==> config.mk <==
export PLATFORM = sky130hd
export DESIGN_NAME = mem_port_arbiter_flat
export DESIGN_NICKNAME = d
export VERILOG_FILES = /design/src/rtl/mem_port_arbiter_if.sv /design/src/rtl/mem_port_arbiter.sv /design/src/flat_wrapper.sv
export SDC_FILE = /design/constraint.sdc
export NUM_CORES = 1
export LEC_CHECK = 0
export CORE_AREA = 2 2 99 101
export CTS_CLUSTER_DIAMETER = 80
export DETAILED_ROUTE_END_ITERATION = 7
export DIE_AREA = 0 0 101 103
export PLACE_DENSITY_LB_ADDON = 0.2
export SLEW_MARGIN = 20
export SYNTH_ARGS = -nofsm -noshare
export SYNTH_HDL_FRONTEND = slang
export SYNTH_SLANG_ARGS = --single-unit
==> constraint.sdc <==
create_clock -name clk -period 4.17 [get_ports clk]
set_input_delay 0.834 -clock clk [delete_from_list [all_inputs] [get_ports clk]]
set_output_delay 0.834 -clock clk [all_outputs]
set_load 0.01 [all_outputs]
==> src/rtl/mem_port_arbiter_if.sv <==
// rtl/mem_port_arbiter_if.sv - Fetch, load/store and memory-macro signals of the unified memory port arbiter
interface mem_port_arbiter_if #(
    parameter int ADDR_WIDTH = 10
);
    logic                  if_req;
    logic [31:0]           if_addr;
    logic                  if_gnt;
    logic                  if_rvalid;
    logic [31:0]           if_rdata;

    logic                  d_req;
    logic                  d_we;
    logic [3:0]            d_be;
    logic [31:0]           d_addr;
    logic [31:0]           d_wdata;
    logic                  d_gnt;
    logic                  d_rvalid;
    logic [31:0]           d_rdata;
    logic                  d_err;

    logic                  mem_en;
    logic                  mem_we;
    logic [3:0]            mem_be;
    logic [ADDR_WIDTH-1:0] mem_addr;
    logic [31:0]           mem_wdata;
    logic [31:0]           mem_rdata;

    // Core and memory macro side
    modport master (
        output if_req, if_addr, d_req, d_we, d_be, d_addr, d_wdata, mem_rdata,
        input  if_gnt, if_rvalid, if_rdata, d_gnt, d_rvalid, d_rdata, d_err,
        input  mem_en, mem_we, mem_be, mem_addr, mem_wdata
    );

    // Arbiter side
    modport slave (
        input  if_req, if_addr, d_req, d_we, d_be, d_addr, d_wdata, mem_rdata,
        output if_gnt, if_rvalid, if_rdata, d_gnt, d_rvalid, d_rdata, d_err,
        output mem_en, mem_we, mem_be, mem_addr, mem_wdata
    );
endinterface

==> src/rtl/mem_port_arbiter.sv <==
// rtl/mem_port_arbiter.sv - Shares one synchronous-read memory between instruction fetch and load/store
// Data has priority; fetch overrides it after MAX_WAIT consecutive unserved request cycles.
module mem_port_arbiter #(
    parameter int ADDR_WIDTH = 10,
    parameter int MAX_WAIT   = 4
) (
    input logic               clk,
    input logic               reset,
    mem_port_arbiter_if.slave bus
);
    localparam logic [2:0] OWN_NONE  = 3'd0;
    localparam logic [2:0] OWN_IF    = 3'd1;
    localparam logic [2:0] OWN_LOAD  = 3'd2;
    localparam logic [2:0] OWN_STORE = 3'd3;
    localparam logic [2:0] OWN_ERR   = 3'd4;

    localparam logic [3:0] WAIT_LIMIT = 4'(MAX_WAIT);

    if (MAX_WAIT < 1 || MAX_WAIT > 15) begin : g_bad_max_wait
        $error("mem_port_arbiter: MAX_WAIT must be in 1..15");
    end
    if (ADDR_WIDTH < 1 || ADDR_WIDTH > 29) begin : g_bad_addr_width
        $error("mem_port_arbiter: ADDR_WIDTH must be in 1..29");
    end

    logic [3:0]  starve_cnt;
    logic [2:0]  owner;
    logic [2:0]  owner_next;
    logic [31:0] if_rdata_q;
    logic [31:0] d_rdata_q;
    logic [31:0] if_rdata_w;
    logic [31:0] d_rdata_w;
    logic        if_win;
    logic        d_win;
    logic        d_misaligned;
    logic        if_rvalid_w;
    logic        d_rvalid_w;
    logic        unused_addr_bits;

    // Upper address bits wrap; fetch alignment is guaranteed by the core.
    assign unused_addr_bits = ^{bus.if_addr[31:ADDR_WIDTH+2], bus.if_addr[1:0],
                                bus.d_addr[31:ADDR_WIDTH+2]};

    assign d_misaligned = (bus.d_addr[1:0] != 2'b00);

    always_comb begin
        if_win = 1'b0;
        d_win  = 1'b0;
        if (reset) begin
            if_win = bus.if_req && (!bus.d_req || (starve_cnt >= WAIT_LIMIT));
            d_win  = bus.d_req && !if_win;
        end
    end

    assign bus.if_gnt = if_win;
    assign bus.d_gnt  = d_win;

    // A misaligned data grant is accepted but never reaches the memory.
    always_comb begin
        bus.mem_en    = 1'b0;
        bus.mem_we    = 1'b0;
        bus.mem_be    = 4'b0000;
        bus.mem_addr  = '0;
        bus.mem_wdata = 32'h0;
        if (if_win) begin
            bus.mem_en   = 1'b1;
            bus.mem_addr = bus.if_addr[ADDR_WIDTH+1:2];
        end else if (d_win && !d_misaligned) begin
            bus.mem_en    = 1'b1;
            bus.mem_we    = bus.d_we;
            bus.mem_be    = bus.d_we ? bus.d_be : 4'b0000;
            bus.mem_addr  = bus.d_addr[ADDR_WIDTH+1:2];
            bus.mem_wdata = bus.d_wdata;
        end
    end

    always_comb begin
        owner_next = OWN_NONE;
        if (if_win) begin
            owner_next = OWN_IF;
        end else if (d_win) begin
            if (d_misaligned) begin
                owner_next = OWN_ERR;
            end else if (bus.d_we) begin
                owner_next = OWN_STORE;
            end else begin
                owner_next = OWN_LOAD;
            end
        end
    end

    // Responses are combinational from the owner so registered macro data returns in the same cycle.
    always_comb begin
        if_rvalid_w = (owner == OWN_IF);
        d_rvalid_w  = (owner == OWN_LOAD) || (owner == OWN_STORE) || (owner == OWN_ERR);
        if_rdata_w  = if_rvalid_w ? bus.mem_rdata : if_rdata_q;
        d_rdata_w   = d_rdata_q;
        if (owner == OWN_LOAD) begin
            d_rdata_w = bus.mem_rdata;
        end else if (d_rvalid_w) begin
            d_rdata_w = 32'h0;
        end
    end

    assign bus.if_rvalid = if_rvalid_w;
    assign bus.if_rdata  = if_rdata_w;
    assign bus.d_rvalid  = d_rvalid_w;
    assign bus.d_rdata   = d_rdata_w;
    assign bus.d_err     = (owner == OWN_ERR);

    always_ff @(posedge clk or negedge reset) begin
        if (!reset) begin
            owner      <= OWN_NONE;
            starve_cnt <= 4'd0;
            if_rdata_q <= 32'h0;
            d_rdata_q  <= 32'h0;
        end else begin
            owner      <= owner_next;
            if_rdata_q <= if_rdata_w;
            d_rdata_q  <= d_rdata_w;
            if (!bus.if_req || if_win) begin
                starve_cnt <= 4'd0;
            end else if (starve_cnt != 4'hF) begin
                starve_cnt <= starve_cnt + 4'd1;
            end
        end
    end
endmodule

==> src/flat_wrapper.sv <==
// flat-port wrapper written by rule: the top's interface ports become plain ports
module mem_port_arbiter_flat 
#(
    parameter int ADDR_WIDTH = 10,
    parameter int MAX_WAIT   = 4
)
  (clk, reset, bus_if_req, bus_if_addr, bus_d_req, bus_d_we, bus_d_be, bus_d_addr, bus_d_wdata, bus_mem_rdata, bus_if_gnt, bus_if_rvalid, bus_if_rdata, bus_d_gnt, bus_d_rvalid, bus_d_rdata, bus_d_err, bus_mem_en, bus_mem_we, bus_mem_be, bus_mem_addr, bus_mem_wdata);
  mem_port_arbiter_if #(.ADDR_WIDTH(ADDR_WIDTH)) bus_i ();
  input logic clk;
  input logic reset;
  input wire logic [$bits(bus_i.if_req)-1:0] bus_if_req;
  input wire logic [$bits(bus_i.if_addr)-1:0] bus_if_addr;
  input wire logic [$bits(bus_i.d_req)-1:0] bus_d_req;
  input wire logic [$bits(bus_i.d_we)-1:0] bus_d_we;
  input wire logic [$bits(bus_i.d_be)-1:0] bus_d_be;
  input wire logic [$bits(bus_i.d_addr)-1:0] bus_d_addr;
  input wire logic [$bits(bus_i.d_wdata)-1:0] bus_d_wdata;
  input wire logic [$bits(bus_i.mem_rdata)-1:0] bus_mem_rdata;
  output wire logic [$bits(bus_i.if_gnt)-1:0] bus_if_gnt;
  output wire logic [$bits(bus_i.if_rvalid)-1:0] bus_if_rvalid;
  output wire logic [$bits(bus_i.if_rdata)-1:0] bus_if_rdata;
  output wire logic [$bits(bus_i.d_gnt)-1:0] bus_d_gnt;
  output wire logic [$bits(bus_i.d_rvalid)-1:0] bus_d_rvalid;
  output wire logic [$bits(bus_i.d_rdata)-1:0] bus_d_rdata;
  output wire logic [$bits(bus_i.d_err)-1:0] bus_d_err;
  output wire logic [$bits(bus_i.mem_en)-1:0] bus_mem_en;
  output wire logic [$bits(bus_i.mem_we)-1:0] bus_mem_we;
  output wire logic [$bits(bus_i.mem_be)-1:0] bus_mem_be;
  output wire logic [$bits(bus_i.mem_addr)-1:0] bus_mem_addr;
  output wire logic [$bits(bus_i.mem_wdata)-1:0] bus_mem_wdata;
  assign bus_i.if_req = bus_if_req;
  assign bus_i.if_addr = bus_if_addr;
  assign bus_i.d_req = bus_d_req;
  assign bus_i.d_we = bus_d_we;
  assign bus_i.d_be = bus_d_be;
  assign bus_i.d_addr = bus_d_addr;
  assign bus_i.d_wdata = bus_d_wdata;
  assign bus_i.mem_rdata = bus_mem_rdata;
  assign bus_if_gnt = bus_i.if_gnt;
  assign bus_if_rvalid = bus_i.if_rvalid;
  assign bus_if_rdata = bus_i.if_rdata;
  assign bus_d_gnt = bus_i.d_gnt;
  assign bus_d_rvalid = bus_i.d_rvalid;
  assign bus_d_rdata = bus_i.d_rdata;
  assign bus_d_err = bus_i.d_err;
  assign bus_mem_en = bus_i.mem_en;
  assign bus_mem_we = bus_i.mem_we;
  assign bus_mem_be = bus_i.mem_be;
  assign bus_mem_addr = bus_i.mem_addr;
  assign bus_mem_wdata = bus_i.mem_wdata;
  mem_port_arbiter #(.ADDR_WIDTH(ADDR_WIDTH), .MAX_WAIT(MAX_WAIT)) u_core (.clk(clk), .reset(reset), .bus(bus_i));
endmodule
Yosys cells after proc, flatten, opt, wreduce, memory -nomap -nowiden
Cells that the tools add are included.
{"block": "op_classes", "mux": 22, "n_reduce_logical": 13, "eq_ne": 5, "n_lt_le_gt_ge": 1, "add_sub_neg": 1}
{"op": "two-way mux 32 bit", "count": 5}
{"op": "two-way mux 10 bit", "count": 2}
{"op": "two-way mux 4 bit", "count": 5}
{"op": "two-way mux 3 bit", "count": 3}
{"op": "two-way mux 1 bit", "count": 7}
{"op": "equality test 3 x 2 -> 1 bit (second input constant)", "count": 2}
{"op": "adder 4 x 1 -> 4 bit (second input constant)", "count": 1}
{"op": "greater-or-equal comparator 4 x 3 -> 1 bit (second input constant)", "count": 1}
{"op": "zero test 1 bit", "count": 4}
{"op": "logical OR 1 bit", "count": 4}
{"op": "!= test 4 bit (second input constant)", "count": 1}
{"op": "nonzero test 2 bit", "count": 2}
{"op": "equality test 3 x 1 -> 1 bit (second input constant)", "count": 1}
{"op": "equality test 3 bit (second input constant)", "count": 1}
{"op": "logical AND 1 bit", "count": 3}
{"block": "totals", "regBits": 71, "wordCells": 46}

Logic depth before layout (Yosys ltp)
Gate-level depths: netlist of the first run.
{"block": "logic_depth", "depth_word": 9, "mapped_depth": 5, "ltp_nobuf": 4}

Worst setup path after synthesis of the first run
Ideal clock, no wire load.
{"block": "synth_timing", "path_type": "input to output", "startpoint": "input bus_d_addr[1]", "endpoint": "output bus_mem_wdata[10]", "slack_ns": 1.718, "t_required_ns": 3.336, "path_stages": 5, "arrival_time_ns": 1.618, "cell_sequence": "nor2_1 > and4_1 > buf_2 > clkbuf_1 > and2_1"}
{"block": "synth_between", "elab_chain_len": 5}
{"item": "start: declaration", "line": "flat_wrapper.sv:16", "text": "input wire logic [$bits(bus_i.d_addr)-1:0] bus_d_addr;"}
{"item": "nonzero test 2 bit", "line": "mem_port_arbiter.sv:44", "text": "assign d_misaligned = (bus.d_addr[1:0] != 2'b00);"}
{"item": "zero test 1 bit", "line": "mem_port_arbiter.sv:68", "text": "end else if (d_win && !d_misaligned) begin"}
{"item": "logical AND 1 bit", "line": "mem_port_arbiter.sv:68"}
{"item": "two-way mux 32 bit", "line": "mem_port_arbiter.sv:68"}
{"item": "two-way mux 32 bit", "line": "mem_port_arbiter.sv:65", "text": "if (if_win) begin"}
{"item": "end: declaration", "line": "flat_wrapper.sv:30", "text": "output wire logic [$bits(bus_i.mem_wdata)-1:0] bus_mem_wdata;"}
Every way passes these cells.

Worst setup path after layout of the first run
{"block": "layout_timing", "startpoint": "input bus_d_req", "endpoint": "output bus_mem_addr[7]"}
{"block": "layout_between", "elab_chain_len": 9}
{"item": "start: declaration", "line": "flat_wrapper.sv:13", "text": "input wire logic [$bits(bus_i.d_req)-1:0] bus_d_req;"}
{"item": "zero test 1 bit", "line": "mem_port_arbiter.sv:50", "text": "if_win = bus.if_req && (!bus.d_req || (starve_cnt >= WAIT_LIMIT));"}
{"item": "logical OR 1 bit", "line": "mem_port_arbiter.sv:50"}
{"item": "logical AND 1 bit", "line": "mem_port_arbiter.sv:50"}
{"item": "zero test 1 bit", "line": "mem_port_arbiter.sv:51", "text": "d_win = bus.d_req && !if_win;"}
{"item": "logical AND 1 bit", "line": "mem_port_arbiter.sv:51"}
{"item": "two-way mux 1 bit", "line": "mem_port_arbiter.sv:49", "text": "if (reset) begin"}
{"item": "logical AND 1 bit", "line": "mem_port_arbiter.sv:68"}
{"item": "two-way mux 10 bit", "line": "mem_port_arbiter.sv:68"}
{"item": "two-way mux 10 bit (*)", "line": "mem_port_arbiter.sv:65"}
{"item": "end: declaration", "line": "flat_wrapper.sv:29", "text": "output wire logic [$bits(bus_i.mem_addr)-1:0] bus_mem_addr;"}
Every way passes the cells marked *; elsewhere a longest branch is shown, timed or not.

==> impl_summary.txt, run 1 <==
----------------------------------------------------
[Global route]
  Pin count of the biggest net entering global routing ... 73
  Met3 usage ... 6.64%
  Global-route total usage across every layer ... 18.6%
  Wire length of the first global-routing pass ... 14.5 mm
  Number of global-route vias before repair ... 2800
  Routing layer with the top usage in global route ... met2
  Global-route track usage on met2 ... 33.3%
  Met1 layer usage reported by global route ... 19.9%
  Grt ovf ... 0
  Initial antenna violation count ... 0

[Placement]
  Port Buffers ... 211
  GPL Wtd Cong ... 0.732
  DP Wirelength ... 7.50 mm
  Placed Instance Area ... 0.00527 mm²

[Yosys]
  Synthesized area divided by synthesized cell count ... 13.2 µm²
  Net Count, Synth ... 368
  Share of the synthesized area in compound gates (AO/OA/AOI/OAI) ... 13.2%
  Area fraction in and, or, nand and nor cells after synthesis ... 12.1%
  Multiplexer fraction of the synthesized cell area ... 12.2%
  Adder-cell share of the synthesized area ... 0.413%
  Warnings, synthesis ... 0
  Xor and xnor fraction of the mapped netlist area ... 0.289%
  Number of distinct standard cells referenced by the synthesized netlist ... 28
  Main combinational cell family by area after synthesis ... compound AO/OA/AOI/OAI gates
  Cell count after synthesis ... 230
  Seq cells post-synth ... 71
  Sequential-to-total area share from yosys stat ... 58.6%
  Post-synthesis cell area ... 0.00303 mm²

[Worst setup path]
  Critical path endpoint category ... primary output
  Worst R2R End ... u_core.d_rdata_q[22]$_DFF_PN0_
  Startpoint of the worst-slack reg-to-reg timing path ... u_core.owner[1]$_DFF_PN0_
  Setup crit start kind ... primary input
  Crit-path max FO ... 13
  Critical Setup Path Class ... in2out
  Worst setup path end ... bus_mem_addr[7]
  Data arrival time of the critical path ... 2950 ps
  Crit path from ... bus_d_req
  Reg2reg setup slack ... 2440 ps
  CP Data Required Time ... 3340 ps
  Path depth of the worst reg2reg path ... 3

[Timing]
  Setup violators final ... 0
  Sum of negative setup slack ... 0 ps
  Final hold slack ... 500 ps
  Number of pins with negative max-slew slack in the final report ... 0
  Final hold violations ... 0
  Final period demand of the worst path ... 3780 ps
  Worst clock skew ... 12.2 ps
  Period Utilization, post-route ... 90.8%
  Max-slew headroom at the worst pin ... 40.5%
  Transition time at the pin with the least slew margin ... 893 ps
  Unrepaired setup endpoints after global routing ... false
  Highest clock rate ... 0.264 GHz

[Finish]
  Combined area of the multi-input logic cells ... 0.00117 mm²
  Antenna diodes ... 0
  Filler cell count ... 803
  Fraction of layout cells with a size suffix above 1 ... 13.0%
  Area Overhead vs Synth ... 81.4%
  Number of nets in the layout ... 580
  Combined flip-flop and latch cell area ... 0.00178 mm²
  Cell area after layout ... 0.00550 mm²

[Clocking]
  Clock Path Buffers ... 2
  Post-CTS sizing ... 0
  Setup bufs post-CTS ... 0
  Clock root buffer ... clkbuf_8
  Clock slew seen by the registers of the worst setup and hold paths ... 70 ps
  Total of hold buffers inserted after clock tree synthesis ... 0
  Clock tree from TritonCTS ... built
  Number of CTS-inserted buffers ... 9
  CTS sink count ... 71
  Clock Latency Late Sink ... 350 ps
  H-tree Lvls ... 3

[Drt]
  DR vias/cell ... 4.79
  Number of nets still failing antenna checks after routing ... 0
  Total DRC errors in the routed layout ... 0
  WL final ... 9.87 mm
  Number of violations reported at the end of detailed-routing iteration 0 ... 75
  Number of optimization iterations in the first detailed-route pass ... 4
  Number of vias after detailed routing ... 2685
  Mean routed wirelength per cell ... 17.6 µm

[Pwr]
  Peak VDD IR ... 0.000193 V
  Share of power burned in combinational logic ... 29.8%
  LEAKAGE ... 2.33 nW
  Cell Pwr Density ... 375 mW/mm²
  Clock Power Share ... 30.0%
  Switching fraction of total power ... 25.7%
  Internal power ... 1.53 mW
  Net switching power of the design ... 0.530 mW
  Sequential share of power ... 40.2%

[Floorplan]
  Die height ... 103 µm
  Die width ... 101 µm
  Starting density of the core ... 32.1%
  Site row count ... 36
  Placeable core area ... 0.00946 mm²
  I/O pin total ... 254
  DIE AREA ... 0.0104 mm²

[Hold path]
  Worst hold path type ... reg2reg

[Flow run]
  Max_cap viols ... 0

[Outcome]
  Run status ... complete, no violations

----------------------------------------------------
synthesized netlist by cell type:
cell | instances | area, µm²
a21o_1 | 1 | 7.51
ha_1 | 1 | 12.5
nand3_1 | 2 | 10.0
nor2_1 | 6 | 22.5
xnor2_1 | 1 | 8.76
dfrtp_1 | 71 | 1780
and4_1 | 1 | 8.76
a22o_1 | 42 | 368
o21ai_0 | 1 | 5.00
o21ai_1 | 1 | 5.00
nand2_1 | 2 | 7.51
a21oi_2 | 1 | 8.76
buf_4 | 3 | 22.5
a31oi_1 | 1 | 6.26
mux2_1 | 1 | 11.3
nor3b_1 | 2 | 15.0
clkbuf_1 | 2 | 7.51
inv_1 | 3 | 11.3
mux2_2 | 31 | 349
mux2i_1 | 1 | 10.0
and2_1 | 33 | 206
nor3b_4 | 1 | 18.8
buf_2 | 11 | 55.1
nor2b_1 | 1 | 6.26
nor3b_2 | 2 | 25.0
and3_1 | 5 | 31.3
nor3_1 | 2 | 10.0
or2_1 | 1 | 6.26
how the worst min path moves through the flow:
stage | from | end | slack, ps | depth (start not counted)
6_report | u_core.if_rdata_q[4]$_DFF_PN0_ | u_core.if_rdata_q[4]$_DFF_PN0_ | 500 | 1
5_1_grt | u_core.if_rdata_q[14]$_DFF_PN0_ | u_core.if_rdata_q[14]$_DFF_PN0_ | 520 | 1
4_1_cts | u_core.if_rdata_q[4]$_DFF_PN0_ | u_core.if_rdata_q[4]$_DFF_PN0_ | 500 | 1
3_5_place_dp | u_core.if_rdata_q[24]$_DFF_PN0_ | u_core.if_rdata_q[24]$_DFF_PN0_ | 490 | 1
3_3_place_gp | u_core.if_rdata_q[4]$_DFF_PN0_ | u_core.if_rdata_q[4]$_DFF_PN0_ | 470 | 1
2_1_floorplan | u_core.if_rdata_q[10]$_DFF_PN0_ | u_core.if_rdata_q[10]$_DFF_PN0_ | 510 | 1
kinds of logic after synthesis:
kind of cell	count (synthesis)
and+or+nand+nor	58
adders and majority gates	1
xor gates and xnor gates	1
AOI/OAI and AO/OA	47
DFF	71
buffers and inverters	19
muxes	33
power by group through the flow:
| stage | sequential [mW] | clock [mW] | combinational (mW) |
|---|---|---|---|
| 3_3_place_gp | 0.837 | 0 | 0.615 |
| 5_1_grt | 0.841 | 0.674 | 0.660 |
| 4_1_cts | 0.830 | 0.639 | 0.624 |
| 2_1_floorplan | 0.832 | 0 | 0.238 |
| 6_report | 0.830 | 0.619 | 0.614 |
| 3_5_place_dp | 0.844 | 0 | 0.620 |
per-layer routing:
layer | wire, µm | up-vias | part of all wire [%]
met2 | 5280 | 120 | 53
met5 | 0 | - | 0
met4 | 203 | 0 | 2.1
li1 | - | 1249 | -
met3 | 805 | 15 | 8.2
met1 | 3580 | 1301 | 36
layout make-up:
| cell class | instances | area share [%] |
|---|---|---|
| Timing Repair Buffer | 217 | 39.4 |
| Sequential cell | 71 | 32.3 |
| Multi-Input combinational cell | 140 | 21.3 |
| Tap cell | 114 | 2.59 |
| Clock buffer | 10 | 2.50 |
| Clock inverter | 6 | 1.68 |
| Inverter | 3 | 0.205 |
worst max-delay path, cell delays in order:
cell	delay [ps]
clkdlybuf4s50_1	430
nor3b_1	160
nor2_1	660
a22o_1	300
clkdlybuf4s50_1	560
metrics by stage:
stage               std cells  power [mW]  setup slack (ps)  utilization, %
floorplan                 230        1.07              1720               -
global placement          545        1.45               384            55.7
detailed placement        545        1.46               349            55.7
CTS                       561        2.09               340            58.2
global route              561        2.18               221            58.2
finish                    561        2.06               385            58.2
flip-flops by register name (all words and copies together), names as in the netlist:
register	flops
u_core.owner	3
u_core.d_rdata_q	32
u_core.starve_cnt	4
u_core.if_rdata_q	32
cells in the final DEF (no fill, tap or decap), types with 3 or more instances in the layout:
master | Yosys | layout
mux2_2 | 31 | 31
and3_1 | 5 | 5
and2_1 | 33 | 33
clkdlybuf4s50_1 | 0 | 210
buf_4 | 3 | 6
clkbuf_8 | 0 | 10
dfrtp_1 | 71 | 71
nor2_1 | 6 | 6
a22o_1 | 42 | 42
inv_1 | 3 | 3
No activity file was read; power rests on OpenSTA's default activity.
==> inputs of run 2 (changes only) <==
CORE_AREA = unset   (was 2 2 99 101)
CORE_MARGIN = 2   (was unset)
CORE_UTILIZATION = 32   (was unset)
DIE_AREA = unset   (was 0 0 101 103)
clock period = 3.9 ns   (was 4.17 ns; I/O delays follow)
==> impl_summary.txt, run 2 (same netlist as run 1, synthesis figures left out) <==
----------------------------------------------------
[Placement]
  Placed Instance Area ... 0.00527 mm² (about the same)
  DP Wirelength ... 7.52 mm (+0.15%)
  GPL Wtd Cong ... 0.742 (+1.3%)
  Dpl ws ... 146 ps (-202 ps)
  Port Buffers ... 211 (unchanged)
  Cell count after placement ... 542 (-0.55%)

[Drt]
  DR vias/cell ... 4.81 (+0.58%)
  WL final ... 9.72 mm (-1.5%)
  Number of violations reported at the end of detailed-routing iteration 0 ... 58 (-23%)
  Number of nets still failing antenna checks after routing ... 0 (unchanged)
  Number of optimization iterations in the first detailed-route pass ... 4 (unchanged)
  Total DRC errors in the routed layout ... 0 (unchanged)
  Number of vias after detailed routing ... 2686 (+0.037%)
  Mean routed wirelength per cell ... 17.4 µm (-0.93%)

[Worst setup path]
  Crit path max-delay family ... buffers and inverters
  Cell breakdown of the critical path ... clkdlybuf4s50_1 > nor3b_1 > nor2_1 > a22o_1 > clkdlybuf4s50_1
  Setup crit start kind ... primary input
  Critical Setup Path Class ... in2out
  Crit-path max cell delay ... 700 ps (+40 ps)
  Cell seen most often among critical-path stages ... clkdlybuf4s50_1
  Data arrival time of the critical path ... 2950 ps (about the same)
  CP Data Required Time ... 3120 ps (-220 ps)
  Crit-path max FO ... 13 (unchanged)
  Slowest cell on the critical path ... nor2_1
  Critical path endpoint category ... primary output
  Bufs and invs on worst path ... 2 (unchanged)

[Finish]
  Most used cells in the layout excluding fill and tap cells ... 210 x clkdlybuf4s50_1, 71 x dfrtp_1, 42 x a22o_1, 33 x and2_1, 31 x mux2_2
  Antenna diodes ... 0 (unchanged)
  Number of nets in the layout ... 580 (unchanged)
  Top Registers ... u_core.d_rdata_q: 32 flops, u_core.if_rdata_q: 32 flops, u_core.starve_cnt: 4 flops
  Number of standard cells in the final layout excluding fillers ... 558 (-0.53%)
  Leading cell type in the layout, fill and taps excluded ... clkdlybuf4s50_1
  Combined flip-flop and latch cell area ... 0.00178 mm² (unchanged)
  Fraction of layout cells with a size suffix above 1 ... 13.0% (unchanged)
  Filler cell count ... 769 (-4.2%)
  Combined area of the multi-input logic cells ... 0.00117 mm² (unchanged)
  Area Overhead vs Synth ... 81.9%
  Cell area after layout ... 0.00552 mm² (+0.27%)

[Global route]
  Grt ovf ... 0 (unchanged)
  Pin count of the biggest net entering global routing ... 73 (unchanged)
  Wire length of the first global-routing pass ... 15.1 mm (+4.1%)
  Number of global-route vias before repair ... 2932 (+4.7%)
  Initial antenna violation count ... 0 (unchanged)
  Global-route total usage across every layer ... 19.4% (+0.87 points)

[Clocking]
  Clock slew seen by the registers of the worst setup and hold paths ... 80 ps (about the same)
  Clock Latency Late Sink ... 350 ps (about the same)
  Number of CTS-inserted buffers ... 9 (unchanged)
  Clock tree from TritonCTS ... built
  H-tree Lvls ... 3 (unchanged)
  Post-CTS sizing ... 0 (unchanged)
  Setup bufs post-CTS ... 0 (unchanged)
  Clock root buffer ... clkbuf_8
  CTS sink count ... 71 (unchanged)
  Total of hold buffers inserted after clock tree synthesis ... 0 (unchanged)
  Clock Path Buffers ... 2 (unchanged)

[Timing]
  Worst clock skew ... 15.0 ps (+2.78 ps)
  Setup WS post-layout ... 171 ps (-214 ps)
  Final period demand of the worst path ... 3730 ps
  Sum of negative setup slack ... 0 ps (unchanged)
  Period Utilization, post-route ... 95.6%
  Final hold violations ... 0 (unchanged)
  Transition time at the pin with the least slew margin ... 892 ps (-0.538 ps)
  Highest clock rate ... 0.268 GHz
  Number of pins with negative max-slew slack in the final report ... 0 (unchanged)
  Max-slew headroom at the worst pin ... 40.3% (-0.18 points)
  Setup violators final ... 0 (unchanged)
  Unrepaired setup endpoints after global routing ... false

[Floorplan]
  Site row count ... 35 (-2.8%)
  Die height ... 101 µm (-1.6%)
  Starting density of the core ... 33.0% (+0.92 points)
  Placeable core area ... 0.00920 mm² (-2.8%)
  Die width ... 101 µm (+0.35%)
  DIE AREA ... 0.0103 mm² (-1.3%)
  I/O pin total ... 254 (unchanged)

[Pwr]
  Post-route total power ... 2.27 mW (+10%)
  Peak VDD IR ... 0.000161 V (-17%)
  Cell Pwr Density ... 411 mW/mm² (+9.7%)
  LEAKAGE ... 2.34 nW (+0.69%)

[Outcome]
  Run status ... complete, no violations

[Flow run]
  Max_cap viols ... 0 (unchanged)

[Hold path]
  Worst hold path type ... reg2reg

----------------------------------------------------
## run 2: worst reg2reg max path, delay by kind of cell (launching register included)
family        cells  cell delay, ps
mux               1             380
simple gates      1             560
buf+inv           1             260
flops             1             470
## run 2: cell type report
class,count,area share (%)
repair buffers,217,39.3
flip-flops and latches,71,32.2
clock buffers,9,2.25
multi-input cells,140,21.3
well taps,111,2.52
inverters,3,0.204
clock inverters,7,2.27
## run 2: routing by layer
layer,vias to the layer above,share of wire [%],GRT usage [%]
met2,123,54,36.0
met5,-,0,0
li1,1250,-,-
met3,9,8.0,7.18
met1,1304,36,20.7
met4,0,1.3,5.20
## run 2: stage by stage
step / hold WS (ps) / util (%)
floorplan: 484 / -
global placement: 472 / 57.3
detailed placement: 485 / 57.3
CTS: 504 / 60.0
global route: 513 / 60.0
finish: 499 / 60.0
## run 2: final timing paths
kind / slack [ps] / from / endpoint / cells after the start
hold / removal: 500 / u_core.if_rdata_q[18]$_DFF_PN0_ / u_core.if_rdata_q[18]$_DFF_PN0_ / 1
setup / recovery: 170 / bus_d_req / bus_mem_addr[3] / 5
hold reg to reg: 500 / u_core.if_rdata_q[18]$_DFF_PN0_ / u_core.if_rdata_q[18]$_DFF_PN0_ / 1
min in group asynchronous: 690 / reset / u_core.if_rdata_q[20]$_DFF_PN0_ / 2
max in group asynchronous: 2640 / reset / u_core.if_rdata_q[10]$_DFF_PN0_ / 2
setup reg to reg: 2100 / u_core.owner[1]$_DFF_PN0_ / u_core.if_rdata_q[23]$_DFF_PN0_ / 3
## run 2: where the power goes
| group | switching, mW | internal, mW | total [mW] |
|---|---|---|---|
| registers | 0.0335 | 0.853 | 0.886 |
| clock network | 0.295 | 0.433 | 0.728 |
| logic | 0.249 | 0.407 | 0.655 |
==> inputs of run 3 (changes only) <==
CORE_UTILIZATION = 29   (was 32)
clock period = 3.28 ns   (was 3.9 ns; I/O delays follow)
==> impl_summary.txt, run 3 (same netlist as run 1, synthesis figures left out) <==
----------------------------------------------------
[Timing]
  Number of pins with negative max-slew slack in the final report ... 0 (unchanged)
  Highest clock rate ... 0.316 GHz
  Final period demand of the worst path ... 3160 ps
  Unrepaired setup endpoints after global routing ... false
  Period Utilization, post-route ... 96.4%
  Transition time at the pin with the least slew margin ... 821 ps (-71.6 ps)
  Worst clock skew ... 7.48 ps (-7.54 ps)
  Max-slew headroom at the worst pin ... 45.3% (+5.0 points)
  Setup violators final ... 0 (unchanged)
  Final hold violations ... 0 (unchanged)

[Worst setup path]
  Worst setup path end ... bus_mem_addr[6]
  Critical Setup Path Class ... in2out
  Worst R2R End ... u_core.d_rdata_q[30]$_DFF_PN0_
  Setup crit start kind ... primary input
  Path depth of the worst reg2reg path ... 4 (+1)
  Crit path from ... bus_d_req
  Crit-path max FO ... 13 (unchanged)
  Critical path endpoint category ... primary output
  Startpoint of the worst-slack reg-to-reg timing path ... u_core.owner[2]$_DFF_PN0_
  Data arrival time of the critical path ... 2500 ps (-450 ps)
  CP Data Required Time ... 2620 ps (-500 ps)
  Reg2reg setup slack ... 1790 ps (-310 ps)

[Pwr]
  Clock Power Share ... 33.5% (+1.4 points)
  Post-route total power ... 2.76 mW (+22%)
  Switching fraction of total power ... 23.8% (-1.6 points)
  Sequential share of power ... 38.1% (-1.0 points)
  Cell Pwr Density ... 493 mW/mm² (+20%)
  Peak VDD IR ... 0.000208 V (+30%)
  LEAKAGE ... 2.36 nW (+0.60%)
  Net switching power of the design ... 0.658 mW (+14%)
  Internal power ... 2.10 mW (+24%)
  Share of power burned in combinational logic ... 28.4% (-0.5 points)

[Finish]
  Number of standard cells in the final layout excluding fillers ... 581 (+4.1%)
  Most used cells in the layout excluding fill and tap cells ... 210 x clkdlybuf4s50_1, 71 x dfrtp_1, 42 x a22o_1, 33 x and2_1, 31 x mux2_2
  Antenna diodes ... 0 (unchanged)
  Area Overhead vs Synth ... 84.6%
  Filler cell count ... 901 (+17%)
  Final core utilization ... 54.7% (-5.3 points)
  Leading cell type in the layout, fill and taps excluded ... clkdlybuf4s50_1
  Top Registers ... u_core.d_rdata_q: 32 flops, u_core.if_rdata_q: 32 flops, u_core.starve_cnt: 4 flops
  Combined area of the multi-input logic cells ... 0.00118 mm² (+0.21%)
  Number of nets in the layout ... 579 (-0.17%)
  Combined flip-flop and latch cell area ... 0.00178 mm² (unchanged)
  Fraction of layout cells with a size suffix above 1 ... 12.8% (-0.17 points)
  Cell area after layout ... 0.00560 mm² (+1.5%)

[Placement]
  GPL Wtd Cong ... 0.791 (+6.6%)
  Port Buffers ... 211 (unchanged)
  Placed Instance Area ... 0.00533 mm² (+1.2%)
  DP Wirelength ... 7.24 mm (-3.7%)
  Cell count after placement ... 566 (+4.4%)

[Drt]
  Top metal layer carrying routed signals ... met4
  Total DRC errors in the routed layout ... 0 (unchanged)
  Number of nets still failing antenna checks after routing ... 0 (unchanged)
  Mean routed wirelength per cell ... 16.4 µm (-5.9%)
  Number of optimization iterations in the first detailed-route pass ... 4 (unchanged)
  Length of routed wiring on met1 ... 3.55 mm (+0.45%)
  WL final ... 9.52 mm (-2.0%)
  Met3 wirelength from detailed routing ... 951 µm (+22%)
  Number of vias after detailed routing ... 2665 (-0.78%)
  DR vias/cell ... 4.59 (-4.7%)
  Met2 wirelength from detailed routing ... 4.96 mm (-6.2%)
  Number of violations reported at the end of detailed-routing iteration 0 ... 104 (+79%)

[Clocking]
  Setup bufs post-CTS ... 0 (unchanged)
  Clock tree from TritonCTS ... built
  Clock Latency Late Sink ... 340 ps (about the same)
  Clock slew seen by the registers of the worst setup and hold paths ... 70 ps (about the same)
  Clock Path Buffers ... 2 (unchanged)
  Clock root buffer ... clkbuf_8
  Number of CTS-inserted buffers ... 9 (unchanged)
  CTS sink count ... 71 (unchanged)
  H-tree Lvls ... 3 (unchanged)

[Flow run]
  Max_cap viols ... 0 (unchanged)

[Floorplan]
  Die width ... 106 µm (+4.8%)
  Site row count ... 37 (+5.7%)
  Die height ... 106 µm (+4.8%)
  DIE AREA ... 0.0113 mm² (+9.9%)
  Starting density of the core ... 29.6% (-3.3 points)
  Placeable core area ... 0.0102 mm² (+11%)
  I/O pin total ... 254 (unchanged)

[Global route]
  Pin count of the biggest net entering global routing ... 66 (-9.6%)
  Wire length of the first global-routing pass ... 14.5 mm (-4.4%)
  Global-route total usage across every layer ... 16.8% (-2.7 points)
  Initial antenna violation count ... 0 (unchanged)
  Grt ovf ... 0 (unchanged)
  Number of global-route vias before repair ... 2724 (-7.1%)

[Hold path]
  Worst hold path type ... in2async

[Outcome]
  Run status ... complete, no violations

----------------------------------------------------
## run 3: area by class of cell
| class | instances | share of cell area, % |
|---|---|---|
| timing repair buffer | 216 | 39.2 |
| sequential | 71 | 31.7 |
| multi-input combinational | 140 | 21.0 |
| tap | 136 | 3.04 |
| clock buffer | 10 | 2.46 |
| clock inverter | 5 | 2.30 |
| inverter | 3 | 0.201 |
## run 3: power groups by stage
stage               combinational, mW  clock (mW)  sequential (mW)
global placement                0.785           0             1.06
global route                    0.840       0.993             1.07
floorplan                       0.303           0             1.06
CTS                             0.799       0.950             1.05
finish                          0.784       0.924             1.05
detailed placement              0.794           0             1.07
## run 3: worst max-delay path: stages
cell and delay [ps]:
clkdlybuf4s50_1 440, nor3b_1 170, nor2_2 460, a22o_1 240
clkdlybuf4s50_1 530
## run 3: per-stage QoR
| step | hold WS, ps | worst slack [ps] | setup TNS (ps) |
|---|---|---|---|
| 3_5_place_dp | 486 | -139 | -1430 |
| 3_3_place_gp | 467 | -109 | -1070 |
| 5_1_grt | 113 | 16.4 | 0 |
| 2_1_floorplan | 360 | 1180 | 0 |
| 4_1_cts | 117 | 99.8 | 0 |
| 6_report | 132 | 119 | 0 |
## run 3: timing repair
item	in CTS	in global routing
resized for setup	1	0
hold buffers	0	0
endpoints found under the setup margin	12	0
## run 3: per-layer routing
metal | vias up | GRT usage [%]
li1 | 1242 | -
met1 | 1282 | 18.4
met3 | 7 | 6.38
met5 | - | 0
met2 | 134 | 29.9
met4 | 0 | 4.98
## run 3: worst min path at each step
stage	end	slack, ps	cells after the start
after floorplan	u_core.d_rdata_q[0]$_DFF_PN0_	360	0
after global placement	u_core.if_rdata_q[4]$_DFF_PN0_	470	1
after detailed placement	u_core.if_rdata_q[5]$_DFF_PN0_	490	1
after CTS	u_core.if_rdata_q[5]$_DFF_PN0_	120	1
after global routing	u_core.if_rdata_q[5]$_DFF_PN0_	110	1
final	u_core.if_rdata_q[5]$_DFF_PN0_	130	1
